`src/rtl/i2c_cmd_sequencer.sv`:
```
// Register-bus sequencer for an I2C master core: initialises the prescaler and enable,
// then expands single-register write/read commands into TXR/CR writes and SR polls.
module i2c_cmd_sequencer #(
    parameter logic [15:0] PRESCALE   = 16'd99,
    parameter int unsigned POLL_LIMIT = 4096
) (
    input  logic       wb_clk_i,
    input  logic       wb_rst_i,
    input  logic       cmd_valid,
    output logic       cmd_ready,
    input  logic       cmd_rd,
    input  logic [6:0] cmd_dev,
    input  logic [7:0] cmd_reg,
    input  logic [7:0] cmd_wdata,
    output logic       rsp_valid,
    output logic [1:0] rsp_err,
    output logic [7:0] rsp_rdata,
    output logic       busy,
    output logic [2:0] m_adr_o,
    output logic [7:0] m_dat_o,
    input  logic [7:0] m_dat_i,
    output logic       m_we_o,
    output logic       m_stb_o,
    input  logic       m_ack_i
);

    localparam int CW = $clog2(POLL_LIMIT + 1);
    localparam logic [CW-1:0] LIMIT = CW'(POLL_LIMIT);

    typedef enum logic [3:0] {
        ST_INIT_PRLO, ST_INIT_PRHI, ST_INIT_CTR, ST_IDLE,
        ST_TXR, ST_CR, ST_POLL, ST_RXR, ST_NS_CR, ST_NS_POLL
    } state_t;

    state_t          r_state, w_state_n;
    logic [1:0]      r_phase, w_phase_n;
    logic [CW-1:0]   r_poll_cnt, w_cnt_n, w_cnt_inc;
    logic            r_rd;
    logic [6:0]      r_dev;
    logic [7:0]      r_reg, r_wdata;
    logic            r_stb, w_stb_n, r_we, w_we_n, r_ready, w_ready_n;
    logic [2:0]      r_adr, w_adr_n, w_acc_adr;
    logic [7:0]      r_dat, w_dat_n, w_acc_dat, w_txr, w_cr;
    logic            w_acc_we, w_ack, w_latch;
    logic            r_rsp_valid, w_rsp_fire;
    logic [1:0]      r_rsp_err, w_rsp_code;
    logic [7:0]      r_rsp_rdata, w_rsp_data;

    // Byte phase: 0 address, 1 register index, 2 data or repeated-start address, 3 read byte.
    always_comb begin
        case (r_phase)
            2'd0:    w_txr = {r_dev, 1'b0};
            2'd1:    w_txr = r_reg;
            default: w_txr = r_rd ? {r_dev, 1'b1} : r_wdata;
        endcase
        case (r_phase)
            2'd0:    w_cr = 8'h90;
            2'd1:    w_cr = 8'h10;
            2'd2:    w_cr = r_rd ? 8'h90 : 8'h50;
            default: w_cr = 8'h68;
        endcase
    end

    always_comb begin
        w_state_n  = r_state;
        w_phase_n  = r_phase;
        w_cnt_n    = r_poll_cnt;
        w_cnt_inc  = r_poll_cnt + CW'(1);
        w_stb_n    = r_stb;
        w_adr_n    = r_adr;
        w_dat_n    = r_dat;
        w_we_n     = r_we;
        w_ready_n  = 1'b0;
        w_latch    = 1'b0;
        w_rsp_fire = 1'b0;
        w_rsp_code = 2'b00;
        w_rsp_data = 8'h00;
        w_acc_adr  = 3'd4;
        w_acc_dat  = 8'h00;
        w_acc_we   = 1'b0;
        w_ack      = r_stb & m_ack_i;

        case (r_state)
            ST_INIT_PRLO: begin w_acc_adr = 3'd0; w_acc_dat = PRESCALE[7:0];  w_acc_we = 1'b1; end
            ST_INIT_PRHI: begin w_acc_adr = 3'd1; w_acc_dat = PRESCALE[15:8]; w_acc_we = 1'b1; end
            ST_INIT_CTR:  begin w_acc_adr = 3'd2; w_acc_dat = 8'h80;          w_acc_we = 1'b1; end
            ST_TXR:       begin w_acc_adr = 3'd3; w_acc_dat = w_txr;          w_acc_we = 1'b1; end
            ST_CR:        begin w_acc_adr = 3'd4; w_acc_dat = w_cr;           w_acc_we = 1'b1; end
            ST_NS_CR:     begin w_acc_adr = 3'd4; w_acc_dat = 8'h40;          w_acc_we = 1'b1; end
            ST_RXR:       w_acc_adr = 3'd3;
            default:      w_acc_adr = 3'd4;
        endcase

        // A state entered with strobe low spends that cycle idle, then launches its access.
        if (r_state != ST_IDLE && !r_stb) begin
            w_stb_n = 1'b1;
            w_adr_n = w_acc_adr;
            w_dat_n = w_acc_dat;
            w_we_n  = w_acc_we;
        end
        if (w_ack) w_stb_n = 1'b0;

        case (r_state)
            ST_IDLE: begin
                w_ready_n = !(cmd_valid && r_ready);
                if (cmd_valid && r_ready) begin
                    w_latch   = 1'b1;
                    w_phase_n = 2'd0;
                    w_state_n = ST_TXR;
                end
            end
            ST_INIT_PRLO: if (w_ack) w_state_n = ST_INIT_PRHI;
            ST_INIT_PRHI: if (w_ack) w_state_n = ST_INIT_CTR;
            ST_INIT_CTR:  if (w_ack) w_state_n = ST_IDLE;
            ST_TXR:       if (w_ack) w_state_n = ST_CR;
            ST_CR: if (w_ack) begin
                w_cnt_n   = '0;
                w_state_n = ST_POLL;
            end
            ST_POLL: if (w_ack) begin
                w_cnt_n = w_cnt_inc;
                if (m_dat_i[1]) begin
                    if (w_cnt_inc == LIMIT) begin w_rsp_fire = 1'b1; w_rsp_code = 2'b11; end
                end else if (m_dat_i[5]) begin
                    w_rsp_fire = 1'b1; w_rsp_code = 2'b10;
                end else if (r_phase == 2'd3) begin
                    w_state_n = ST_RXR;
                end else if (m_dat_i[7]) begin
                    w_state_n = ST_NS_CR;
                end else if (r_phase == 2'd2 && !r_rd) begin
                    w_rsp_fire = 1'b1;
                end else begin
                    w_phase_n = r_phase + 2'd1;
                    w_state_n = (r_phase == 2'd2) ? ST_CR : ST_TXR;
                end
            end
            ST_RXR: if (w_ack) begin
                w_rsp_fire = 1'b1;
                w_rsp_data = m_dat_i;
            end
            ST_NS_CR: if (w_ack) begin
                w_cnt_n   = '0;
                w_state_n = ST_NS_POLL;
            end
            ST_NS_POLL: if (w_ack) begin
                w_cnt_n = w_cnt_inc;
                if (!m_dat_i[6]) begin
                    w_rsp_fire = 1'b1; w_rsp_code = 2'b01;
                end else if (w_cnt_inc == LIMIT) begin
                    w_rsp_fire = 1'b1; w_rsp_code = 2'b11;
                end
            end
            default: w_state_n = ST_INIT_PRLO;
        endcase

        if (w_rsp_fire) w_state_n = ST_IDLE;
    end

    always_ff @(posedge wb_clk_i) begin
        if (wb_rst_i) begin
            r_state     <= ST_INIT_PRLO;
            r_phase     <= 2'd0;
            r_poll_cnt  <= '0;
            r_rd        <= 1'b0;
            r_dev       <= 7'd0;
            r_reg       <= 8'd0;
            r_wdata     <= 8'd0;
            r_stb       <= 1'b0;
            r_we        <= 1'b0;
            r_adr       <= 3'd0;
            r_dat       <= 8'd0;
            r_ready     <= 1'b0;
            r_rsp_valid <= 1'b0;
            r_rsp_err   <= 2'b00;
            r_rsp_rdata <= 8'd0;
        end else begin
            r_state     <= w_state_n;
            r_phase     <= w_phase_n;
            r_poll_cnt  <= w_cnt_n;
            r_stb       <= w_stb_n;
            r_we        <= w_we_n;
            r_adr       <= w_adr_n;
            r_dat       <= w_dat_n;
            r_ready     <= w_ready_n;
            r_rsp_valid <= w_rsp_fire;
            if (w_latch) begin
                r_rd    <= cmd_rd;
                r_dev   <= cmd_dev;
                r_reg   <= cmd_reg;
                r_wdata <= cmd_wdata;
            end
            if (w_rsp_fire) begin
                r_rsp_err   <= w_rsp_code;
                r_rsp_rdata <= w_rsp_data;
            end
        end
    end

    assign cmd_ready = r_ready;
    assign busy      = (r_state != ST_IDLE);
    assign rsp_valid = r_rsp_valid;
    assign rsp_err   = r_rsp_err;
    assign rsp_rdata = r_rsp_rdata;
    assign m_stb_o   = r_stb;
    assign m_we_o    = r_we;
    assign m_adr_o   = r_adr;
    assign m_dat_o   = r_dat;

endmodule

```
`config.mk`:
```
export PLATFORM = sky130hd
export DESIGN_NAME = i2c_cmd_sequencer
export DESIGN_NICKNAME = d
export VERILOG_FILES = /design/src/rtl/i2c_cmd_sequencer.sv
export SDC_FILE = /design/constraint.sdc
export NUM_CORES = 1
export LEC_CHECK = 0
export CORE_ASPECT_RATIO = 0.9
export CORE_MARGIN = 2
export CORE_UTILIZATION = 52
export CTS_CLUSTER_SIZE = 30
export DETAILED_ROUTE_END_ITERATION = 8
export MAX_ROUTING_LAYER = met4
export PLACE_DENSITY_LB_ADDON = 0.15
export SLEW_MARGIN = 20
export SYNTH_ARGS = -nofsm -noshare
export SYNTH_HDL_FRONTEND = slang
export SYNTH_SLANG_ARGS = --single-unit
```
`constraint.sdc`:
```
create_clock -name wb_clk_i -period 2.4 [get_ports wb_clk_i]
set_input_delay 0.48 -clock wb_clk_i [delete_from_list [all_inputs] [get_ports wb_clk_i]]
set_output_delay 0.48 -clock wb_clk_i [all_outputs]
set_load 0.01 [all_outputs]
```
==> metrics.md, run 1 <==
| Metric | Value |
|---|---|
| Status | `complete, no violations` |
| Final net count | `543` |
| Starting Density | `0.546` |
| Synth top area cells | `dfxtp_1 40%, a21oi_1 9.3%, nand2_1 7.2%` |
| Post-Synthesis Net Count | `473` |
| Port Buf Inserts | `61` |
| Placed cell area | `4210 um^2` |
| Slew Limit Headroom | `0.674` |
| Clock Tree Buf Depth | `2` |
| Final period util | `0.968` |
| First drt pass iteration count | `8` |
| Share of cells above drive strength 1 | `0.108` |
| Clk sink count | `68` |
| Hold-fix buffers at CTS | `0` |
| Crit path kind | `flip-flop to primary output` |
| Final Hold Fails | `0` |
| HPWL after DPL | `6220 um` |
| CP Launch Type | `flip-flop` |
| Post-synth EDFFs | `0` |
| Global-route wire length before repair | `14500 um` |
| Worst-margin pin slew | `0.484 ns` |
| Remaining antenna violation count after routing | `0` |
| Fin. max-slew vios | `0` |
| Fraction of registers with async set/reset | `0` |
| Remaining Overflow, GRT | `0` |
| Via count | `3397` |
| Post-synth top area cell | `dfxtp_1` |
| Worst hold slack | `0.459 ns` |
| Die Width | `89.2 um` |
| Yosys warns | `0` |
| H-tree depth | `3` |
| TritonCTS clock tree | `done` |
| M1 WL | `4210 um` |
| # IOs | `62` |
| Vias in the first global route | `3045` |
| RSZ-0062 raised after global routing | `yes` |
| Core Box Area | `6220 um^2` |
| Seq/Total Area, Yosys | `0.401` |
| Mapped Area | `3390 um^2` |
| Post-synthesis cell type count | `58` |
| Max Fclk | `431 MHz` |
| Seq cells post-synth | `68` |
| Final setup margin | `0.0771 ns` |
| Power density over cell area | `553 nW/um^2` |
| Clock Pin Slew Worst Setup and Hold Paths | `0.07 ns` |
| Max-cap violation count | `0` |
| Antenna violations before repair | `0` |
| Num CTS Buffers | `9` |
| Pre-CTS setup slack | `-0.0748 ns` |
| Class of the worst hold path | `flip-flop to flip-flop` |
| Crit end category | `primary output` |
| Root Buffer | `clkbuf_8` |
| CP required | `1.92 ns` |
| Area Overhead vs Synth | `32.0%` |
| Diode count | `0` |
| Max FFs per register | `13` |
| Mapped Cells | `432` |
| Setup TNS | `0 ns` |
| Placed instance count | `578` |
| Die area | `7190 um^2` |
| Static Leak | `1.52 nW` |
| Met2 routed WL | `3670 um` |
| Final wirelength | `8680 um` |
| Data arrival, critical path | `1.84 ns` |
| Post-route clock skew | `0.00625 ns` |
| Total power | `2.47 mW` |
| Share of the synthesized area in the top cell type | `0.401` |
| Clock Latency Late Sink | `0.34 ns` |
| Main synth FF type | `dfxtp_1` |
| Max layer used | `met4` |
| Worst-path fanout max | `9` |
| Initial DRC Count | `346` |
| Wire per inst | `14.6 um` |
| Largest net degree at the start of global routing | `33` |
| Crit path time final | `2.32 ns` |
| Met3 wire length | `694 um` |
| Cell row count | `27` |
| Final non-filler cell total | `594` |
| Routed vias/inst | `5.72` |
| Final Setup Violations | `0` |
| Post-route cell area | `4480 um^2` |
| Synth Area per Inst | `7.85 um^2` |
| Final core area utilization | `0.720` |
| Die height | `80.6 um` |
| Total track usage | `0.265` |
| Max VDD drop | `0.000417 V` |
| Drt drc | `0` |
| Routability cong. | `0.929` |
| Largest Register | `r_poll_cnt` |
final cells by class:
class,count,area [um^2]
inverters,7,26.3
multi-input cells,328,1910
clock inverters,7,115
flip-flops and latches,68,1360
repair buffers,88,833
clock buffers,9,124
fillers,534,1740
well taps,87,109
what timing repair did:
item,in CTS,in global routing
endpoints found under the setup margin,0,38
gates resized for setup,0,4
setup buffers,0,0
cell usage in the layout (no fill, tap or decap), types with 3 or more instances in the layout:
cell,synthesis,layout
nand2_1,65,65
nand2b_1,9,9
or4_1,3,3
buf_4,0,25
a211oi_1,9,9
a222oi_1,7,7
a21o_1,3,3
o21ai_0,19,19
a31oi_1,3,3
o21bai_1,3,3
or3_1,8,8
and3_1,5,5
bufinv_16,0,3
nor2b_1,5,5
nand3_1,13,13
dfxtp_1,68,68
a22o_1,9,9
clkbuf_8,0,9
a21oi_1,63,63
nor3_1,10,10
nand3b_1,4,4
nor2_1,38,38
nor4_1,5,5
o22ai_1,3,3
ha_1,5,5
clkdlybuf4s50_1,0,60
inv_1,7,7
final timing paths:
kind	startpoint	slack, ns	cells after the start	end
max	r_state[2]$_SDFFE_PP0P_	0.08	4	busy
min	r_reg[7]$_SDFFE_PP0P_	0.46	2	r_reg[7]$_SDFFE_PP0P_
max reg2reg	r_phase[0]$_SDFFE_PP0P_	0.11	8	r_state[1]$_SDFFE_PP0P_
min reg2reg	r_reg[7]$_SDFFE_PP0P_	0.46	2	r_reg[7]$_SDFFE_PP0P_
critical path, cell delays in order (launching register included):
cell and delay (ns):
dfxtp_1 0.54, buf_4 0.21, nor2_1 0.07, nand3_1 0.12, clkdlybuf4s50_1 0.55
synthesized netlist by cell type, types with 5 or more instances:
cell type	instances
nand2b_1	9
nand3_1	13
a21oi_1	63
or3_1	8
nor3_1	10
dfxtp_1	68
clkbuf_1	17
and3_1	5
a222oi_1	7
o21ai_0	19
nand2_1	65
inv_1	7
nor2b_1	5
a22o_1	9
nor4_1	5
nor2_1	38
a211oi_1	9
ha_1	5
buf_2	9
kinds of logic after synthesis:
kind of cell | after synthesis | synth area share
muxes | 2 | 0.00590
DFF | 68 | 0.401
xor gates and xnor gates | 2 | 0.00516
and+or+nand+nor | 179 | 0.260
buffers and inverters | 36 | 0.0454
adders and majority gates | 5 | 0.0184
AOI/OAI and AO/OA | 140 | 0.264
power breakdown:
group          internal, mW  switching [mW]  total (mW)  leakage [nW]
sequential             1.14         0.00982        1.15         0.550
clock                 0.686           0.440        1.13         0.115
combinational         0.106          0.0914       0.198         0.853
total                  1.93           0.541        2.47          1.52
routing by layer:
| layer | vias up | track usage |
|---|---|---|
| met3 | 14 | 0.0493 |
| li1 | 1703 | - |
| met5 | - | - |
| met4 | 0 | 0.0687 |
| met2 | 138 | 0.376 |
| met1 | 1542 | 0.385 |
(Power assumes the default switching activity.)
==> inputs of run 2 (changes only) <==
- clock period: 2.4 -> 2.5 ns (I/O delays scaled with it)
==> metrics.md, run 2 (synthesis gave the netlist of run 1 again) <==
| Metric | Value |
|---|---|
| Status | `complete, no violations` |
| # IOs | `62 (unchanged)` |
| Start of the worst register-to-register path | `r_phase[0]$_SDFFE_PP0P_` |
| CP required | `2.74 ns (+0.82 ns)` |
| Remaining antenna violation count after routing | `0 (unchanged)` |
| Largest Register | `r_poll_cnt` |
| R2r worst-path depth | `7 (-1)` |
| Static Leak | `1.48 nW (-2.3%)` |
| Routability cong. | `0.906 (-2.5%)` |
| Max Fclk | `434 MHz` |
| Class of the worst hold path | `flip-flop to flip-flop` |
| Final Hold Fails | `0 (unchanged)` |
| CP Launch Type | `flip-flop` |
| Clock Latency Late Sink | `0.35 ns (about the same)` |
| Final setup margin | `0.198 ns (+0.120 ns)` |
| Diode count | `0 (unchanged)` |
| Crit path kind | `flip-flop to flip-flop` |
| Cell row count | `27 (unchanged)` |
| Root Buffer | `clkbuf_8` |
| Hold-fix buffers at CTS | `0 (unchanged)` |
| First drt pass iteration count | `6 (-2)` |
| Placed cell area | `4170 um^2 (-1.0%)` |
| Max-cap violation count | `0 (unchanged)` |
| Drt drc | `0 (unchanged)` |
| Initial DRC Count | `377 (+9.0%)` |
| Max VDD drop | `0.000460 V (+10%)` |
| H-tree depth | `3 (unchanged)` |
| Max FFs per register | `13 (unchanged)` |
| Worst-path fanout max | `11 (+2)` |
| WHS Endpoint | `r_wdata[2]$_SDFFE_PP0P_` |
| R2R Setup Slk | `0.20 ns (+0.09 ns)` |
| Die height | `80.6 um (unchanged)` |
| Post-route clock skew | `0.00857 ns (+0.00232 ns)` |
| Worst hold slack | `0.457 ns (-0.00177 ns)` |
| Setup TNS | `0 ns (unchanged)` |
| Port Buf Inserts | `61 (unchanged)` |
| Placed instance count | `574 (-0.69%)` |
| RSZ-0062 raised after global routing | `no` |
| Final Setup Violations | `0 (unchanged)` |
| Multi-input logic area | `1900 um^2 (-0.52%)` |
| Total power | `2.15 mW (-13%)` |
| Num CTS Buffers | `9 (unchanged)` |
| HPWL after DPL | `6440 um (+3.4%)` |
| Slowest CP cell | `nor4b_4` |
| Clock Pin Slew Worst Setup and Hold Paths | `0.07 ns (about the same)` |
| Post-route cell area | `4390 um^2 (-2.1%)` |
| Most common cell after layout, fill and taps aside | `dfxtp_1` |
| Final wirelength | `9020 um (+3.9%)` |
| Critical Path, Cell by Cell | `ha_1, nor4b_4, o21bai_1, a211o_1, and3b_1, o21a_1, a22o_1` |
| Clock Tree Buf Depth | `2 (unchanged)` |
| Worst-margin pin slew | `0.484 ns (-0.0000124 ns)` |
| Core Box Area | `6220 um^2 (unchanged)` |
| Slew Limit Headroom | `0.674 (about the same)` |
| Most frequent cells in the layout | `68 x dfxtp_1, 65 x nand2_1, 63 x a21oi_1` |
| Die Width | `89.2 um (unchanged)` |
| Total track usage | `0.276 (+0.0117)` |
| Final non-filler cell total | `590 (-0.67%)` |
| Pre-CTS setup slack | `-0.0478 ns (+0.0270 ns)` |
| Antenna violations before repair | `0 (unchanged)` |
| TritonCTS clock tree | `done` |
| Final period util | `0.921` |
| Final core area utilization | `0.706 (-0.0149)` |
| Vias in the first global route | `3142 (+3.2%)` |
| Via count | `3428 (+0.91%)` |
| Hold Crit Start | `r_wdata[2]$_SDFFE_PP0P_` |
| Area Overhead vs Synth | `29.2%` |
| Die area | `7190 um^2 (unchanged)` |
| Filler cells | `557 (+4.3%)` |
| Worst hold stages | `2 (unchanged)` |
| Clk sink count | `68 (unchanged)` |
| Routed vias/inst | `5.81 (+1.6%)` |
| Crit-path max cell delay | `0.38 ns (-0.17 ns)` |
| FF/Latch Area | `1360 um^2 (unchanged)` |
| R2r endpoint | `rsp_rdata[4]$_SDFFE_PP0P_` |
| Final net count | `540 (-0.55%)` |
| Share of cells above drive strength 1 | `0.0994 (-0.00908)` |
| Fin. max-slew vios | `0 (unchanged)` |
| Wire per inst | `15.3 um (+4.6%)` |
| Largest net degree at the start of global routing | `33 (unchanged)` |
| Data arrival, critical path | `2.54 ns (+0.70 ns)` |
| Crit path time final | `2.30 ns` |
| Global-route wire length before repair | `15000 um (+3.6%)` |
| Power density over cell area | `490 nW/um^2 (-11%)` |
| Remaining Overflow, GRT | `0 (unchanged)` |
| Starting Density | `0.546 (unchanged)` |
| Crit end category | `flip-flop` |
-- run 2: cell count changes in the layout (fill, tap and decap cells not counted) --
cell	delta
buf_4	-3
clkbuf_1	+1
bufinv_16	-3
clkinvlp_4	-2
clkbuf_8	+4
buf_12	-1
o311ai_4	-1
clkinv_2	-1
buf_6	+1
o311ai_2	+1
-- run 2: metal layers --
metal	vias to the layer above	part of all wire	global-route usage
li1	1701	-	-
met1	1579	0.48	0.390
met2	136	0.43	0.393
met3	12	0.081	0.0596
met4	0	0.011	0.0896
met5	-	0	-
-- run 2: final cells by class --
class / instances / share of cell area
multi-input combinational: 328 / 0.433
sequential: 68 / 0.310
timing repair buffer: 85 / 0.183
clock buffer: 14 / 0.0417
tap: 87 / 0.0248
inverter: 7 / 0.00599
clock inverter: 1 / 0.00114
-- run 2: worst max-delay path by stage --
stage | from | to | slack, ns | cells past startpoint
floorplan | r_phase[0]$_SDFFE_PP0P_ | rsp_err[1]$_SDFFE_PP0P_ | 0.44 | 8
global placement | m_dat_i[1] | r_state[1]$_SDFFE_PP0P_ | -0.03 | 6
detailed placement | m_dat_i[7] | rsp_rdata[3]$_SDFFE_PP0P_ | -0.05 | 7
CTS | r_phase[0]$_SDFFE_PP0P_ | r_state[1]$_SDFFE_PP0P_ | 0.15 | 8
global route | r_poll_cnt[0]$_SDFFE_PP0P_ | r_state[2]$_SDFFE_PP0P_ | 0.05 | 7
finish | r_phase[0]$_SDFFE_PP0P_ | rsp_rdata[4]$_SDFFE_PP0P_ | 0.20 | 7
-- run 2: worst max-delay path: cells and delay by family, from the launching register on --
kind	cells	cell delay, ns
adders and majority gates	1	0.34
and+or+nand+nor	2	0.55
DFF	1	0.36
AOI/OAI and AO/OA	4	0.93
-- run 2: timing repair --
item	4_1_cts	5_1_grt
endpoints found under the setup margin	0	27
setup buffers	0	1
hold endpoints to repair	0	0
gates resized for setup	0	4
-- run 2: where the power goes --
part           leakage (nW)  switching [mW]  internal (mW)
registers             0.550         0.00816           1.10
clock network        0.0986           0.392          0.462
logic                 0.834          0.0885          0.100
==> inputs of run 3 (changes only) <==
- CORE_ASPECT_RATIO: 0.9 -> not set
- CORE_UTILIZATION: 52 -> 25
==> metrics.md, run 3 (synthesis gave the netlist of run 1 again) <==
| Metric | Value |
|---|---|
| Total track usage | `0.149 (-0.127)` |
| Hold-fix buffers at CTS | `0 (unchanged)` |
| Max VDD drop | `0.000333 V (-28%)` |
| Most frequent cells in the layout | `68 x dfxtp_1, 65 x nand2_1, 63 x a21oi_1` |
| Die area | `14500 um^2 (+100%)` |
| H-tree depth | `3 (unchanged)` |
| Crit path time final | `2.32 ns (+0.0200 ns)` |
| # IOs | `62 (unchanged)` |
| Clock Latency Late Sink | `0.34 ns (about the same)` |
| Num CTS Buffers | `9 (unchanged)` |
| Initial DRC Count | `188 (-50%)` |
| Final core area utilization | `0.350 (-0.355)` |
| Root Buffer | `clkbuf_16` |
| Slowest CP cell | `clkdlybuf4s50_1` |
| Critical Path, Cell by Cell | `buf_4, nor2_1, nand3_1, clkdlybuf4s50_1` |
| Setup TNS | `0 ns (unchanged)` |
| Starting Density | `0.256 (-0.290)` |
| Crit path kind | `flip-flop to primary output` |
| Post-route cell area | `4640 um^2 (+5.8%)` |
| Top delay family on crit path | `buffers and inverters` |
| Clock Pin Slew Worst Setup and Hold Paths | `0.06 ns (about the same)` |
| Routed vias/inst | `4.95 (-15%)` |
| Final Setup Violations | `0 (unchanged)` |
| Via count | `3395 (-0.96%)` |
| Share of cells above drive strength 1 | `0.112 (+0.0124)` |
| Final wirelength | `10100 um (+12%)` |
| Global-route wire length before repair | `16500 um (+10%)` |
| Post-route clock skew | `0.00627 ns (-0.00229 ns)` |
| Remaining antenna violation count after routing | `0 (unchanged)` |
| Total power | `2.67 mW (+24%)` |
| Port Buf Inserts | `61 (unchanged)` |
| Max Fclk | `431 MHz (-0.86%)` |
| Largest net degree at the start of global routing | `33 (unchanged)` |
| Clk sink count | `68 (unchanged)` |
| Largest Register | `r_poll_cnt` |
| CP required | `2.00 ns (-0.74 ns)` |
| Filler cells | `1437 (+160%)` |
| Clock Tree Buf Depth | `2 (unchanged)` |
| Vias in the first global route | `3252 (+3.5%)` |
| Antenna violations before repair | `0 (unchanged)` |
| TritonCTS clock tree | `done` |
| Final Hold Fails | `0 (unchanged)` |
| HPWL after DPL | `7240 um (+13%)` |
| Resized Gates After CTS | `0 (unchanged)` |
| Remaining Overflow, GRT | `0 (unchanged)` |
| Most common cell after layout, fill and taps aside | `dfxtp_1` |
| WP buf/inv | `2 (+2)` |
| Slew Limit Headroom | `0.624 (-0.0506)` |
| Max FFs per register | `13 (unchanged)` |
| Placed cell area | `4320 um^2 (+3.6%)` |
| Crit-path max cell delay | `0.55 ns (+0.17 ns)` |
| Worst-path fanout max | `9 (-2)` |
| RSZ-0062 raised after global routing | `no` |
| CP Launch Type | `flip-flop` |
| Postcts setup bufs | `0 (unchanged)` |
| Final net count | `546 (+1.1%)` |
| Wire per inst | `14.8 um (-3.4%)` |
| Crit end category | `primary output` |
| First drt pass iteration count | `4 (-2)` |
| Status | `complete, no violations` |
| Routability cong. | `0.836 (-7.8%)` |
| Die height | `121 um (+49%)` |
| Die Width | `121 um (+35%)` |
| Core Box Area | `13200 um^2 (+110%)` |
| Data arrival, critical path | `1.82 ns (-0.72 ns)` |
| Power density over cell area | `576 nW/um^2 (+18%)` |
| Class of the worst hold path | `input pin to flip-flop` |
| Fin. max-slew vios | `0 (unchanged)` |
| Area Overhead vs Synth | `36.7%` |
| Max-cap violation count | `0 (unchanged)` |
| Final period util | `0.929 (+0.00801)` |
| Drt drc | `0 (unchanged)` |
| Worst hold slack | `0.403 ns (-0.0539 ns)` |
| Worst-margin pin slew | `0.556 ns (+0.0716 ns)` |
| Diode count | `0 (unchanged)` |
| Static Leak | `1.56 nW (+5.2%)` |
| Cell row count | `42 (+56%)` |
run 3: area by class of cell:
cell class              instances  area [um^2]  area share
multi-input cells             328         1880       0.406
inverters                       7         26.3     0.00566
flip-flops and latches         68         1360       0.293
repair buffers                 91          831       0.179
clock buffers                   9          225      0.0486
clock inverters                 7         91.3      0.0197
well taps                     176          220      0.0475
run 3: path summary, 6_finish.rpt:
kind	from	to	cells after the start	slack, ns
worst max register to register	r_phase[0]$_SDFFE_PP0P_	r_state[1]$_SDFFE_PP0P_	8	0.18
worst max-delay path	r_state[2]$_SDFFE_PP0P_	busy	4	0.18
worst min register to register	r_reg[0]$_SDFFE_PP0P_	r_reg[0]$_SDFFE_PP0P_	2	0.45
worst min-delay path	wb_rst_i	rsp_err[0]$_SDFFE_PP0P_	2	0.40
run 3: power by group:
part | switching, mW | total (mW) | internal (mW)
Clock | 0.500 | 1.37 | 0.869
Sequential | 0.00966 | 1.11 | 1.10
Combinational | 0.0905 | 0.195 | 0.104
run 3: layer usage:
metal,GRT usage,share of wire,vias up
met5,-,0,-
met1,0.188,0.48,1600
met4,0.0632,0.021,0
met2,0.222,0.45,68
li1,-,-,1712
met3,0.0439,0.051,15
run 3: per-stage QoR:
stage | setup WS, ns | std cells
floorplan | 0.436 | 432
global placement | -0.0538 | 670
detailed placement | -0.0402 | 670
CTS | 0.113 | 686
global route | 0.0128 | 686
finish | 0.178 | 686
run 3: worst reg2reg max path, delay by kind of cell (launching register included):
family	cells	cell delay, ns
buffers and inverters	1	0.10
AOI/OAI and AO/OA	3	0.69
and+or+nand+nor	3	0.79
adders and majority gates	1	0.25
DFF	1	0.41
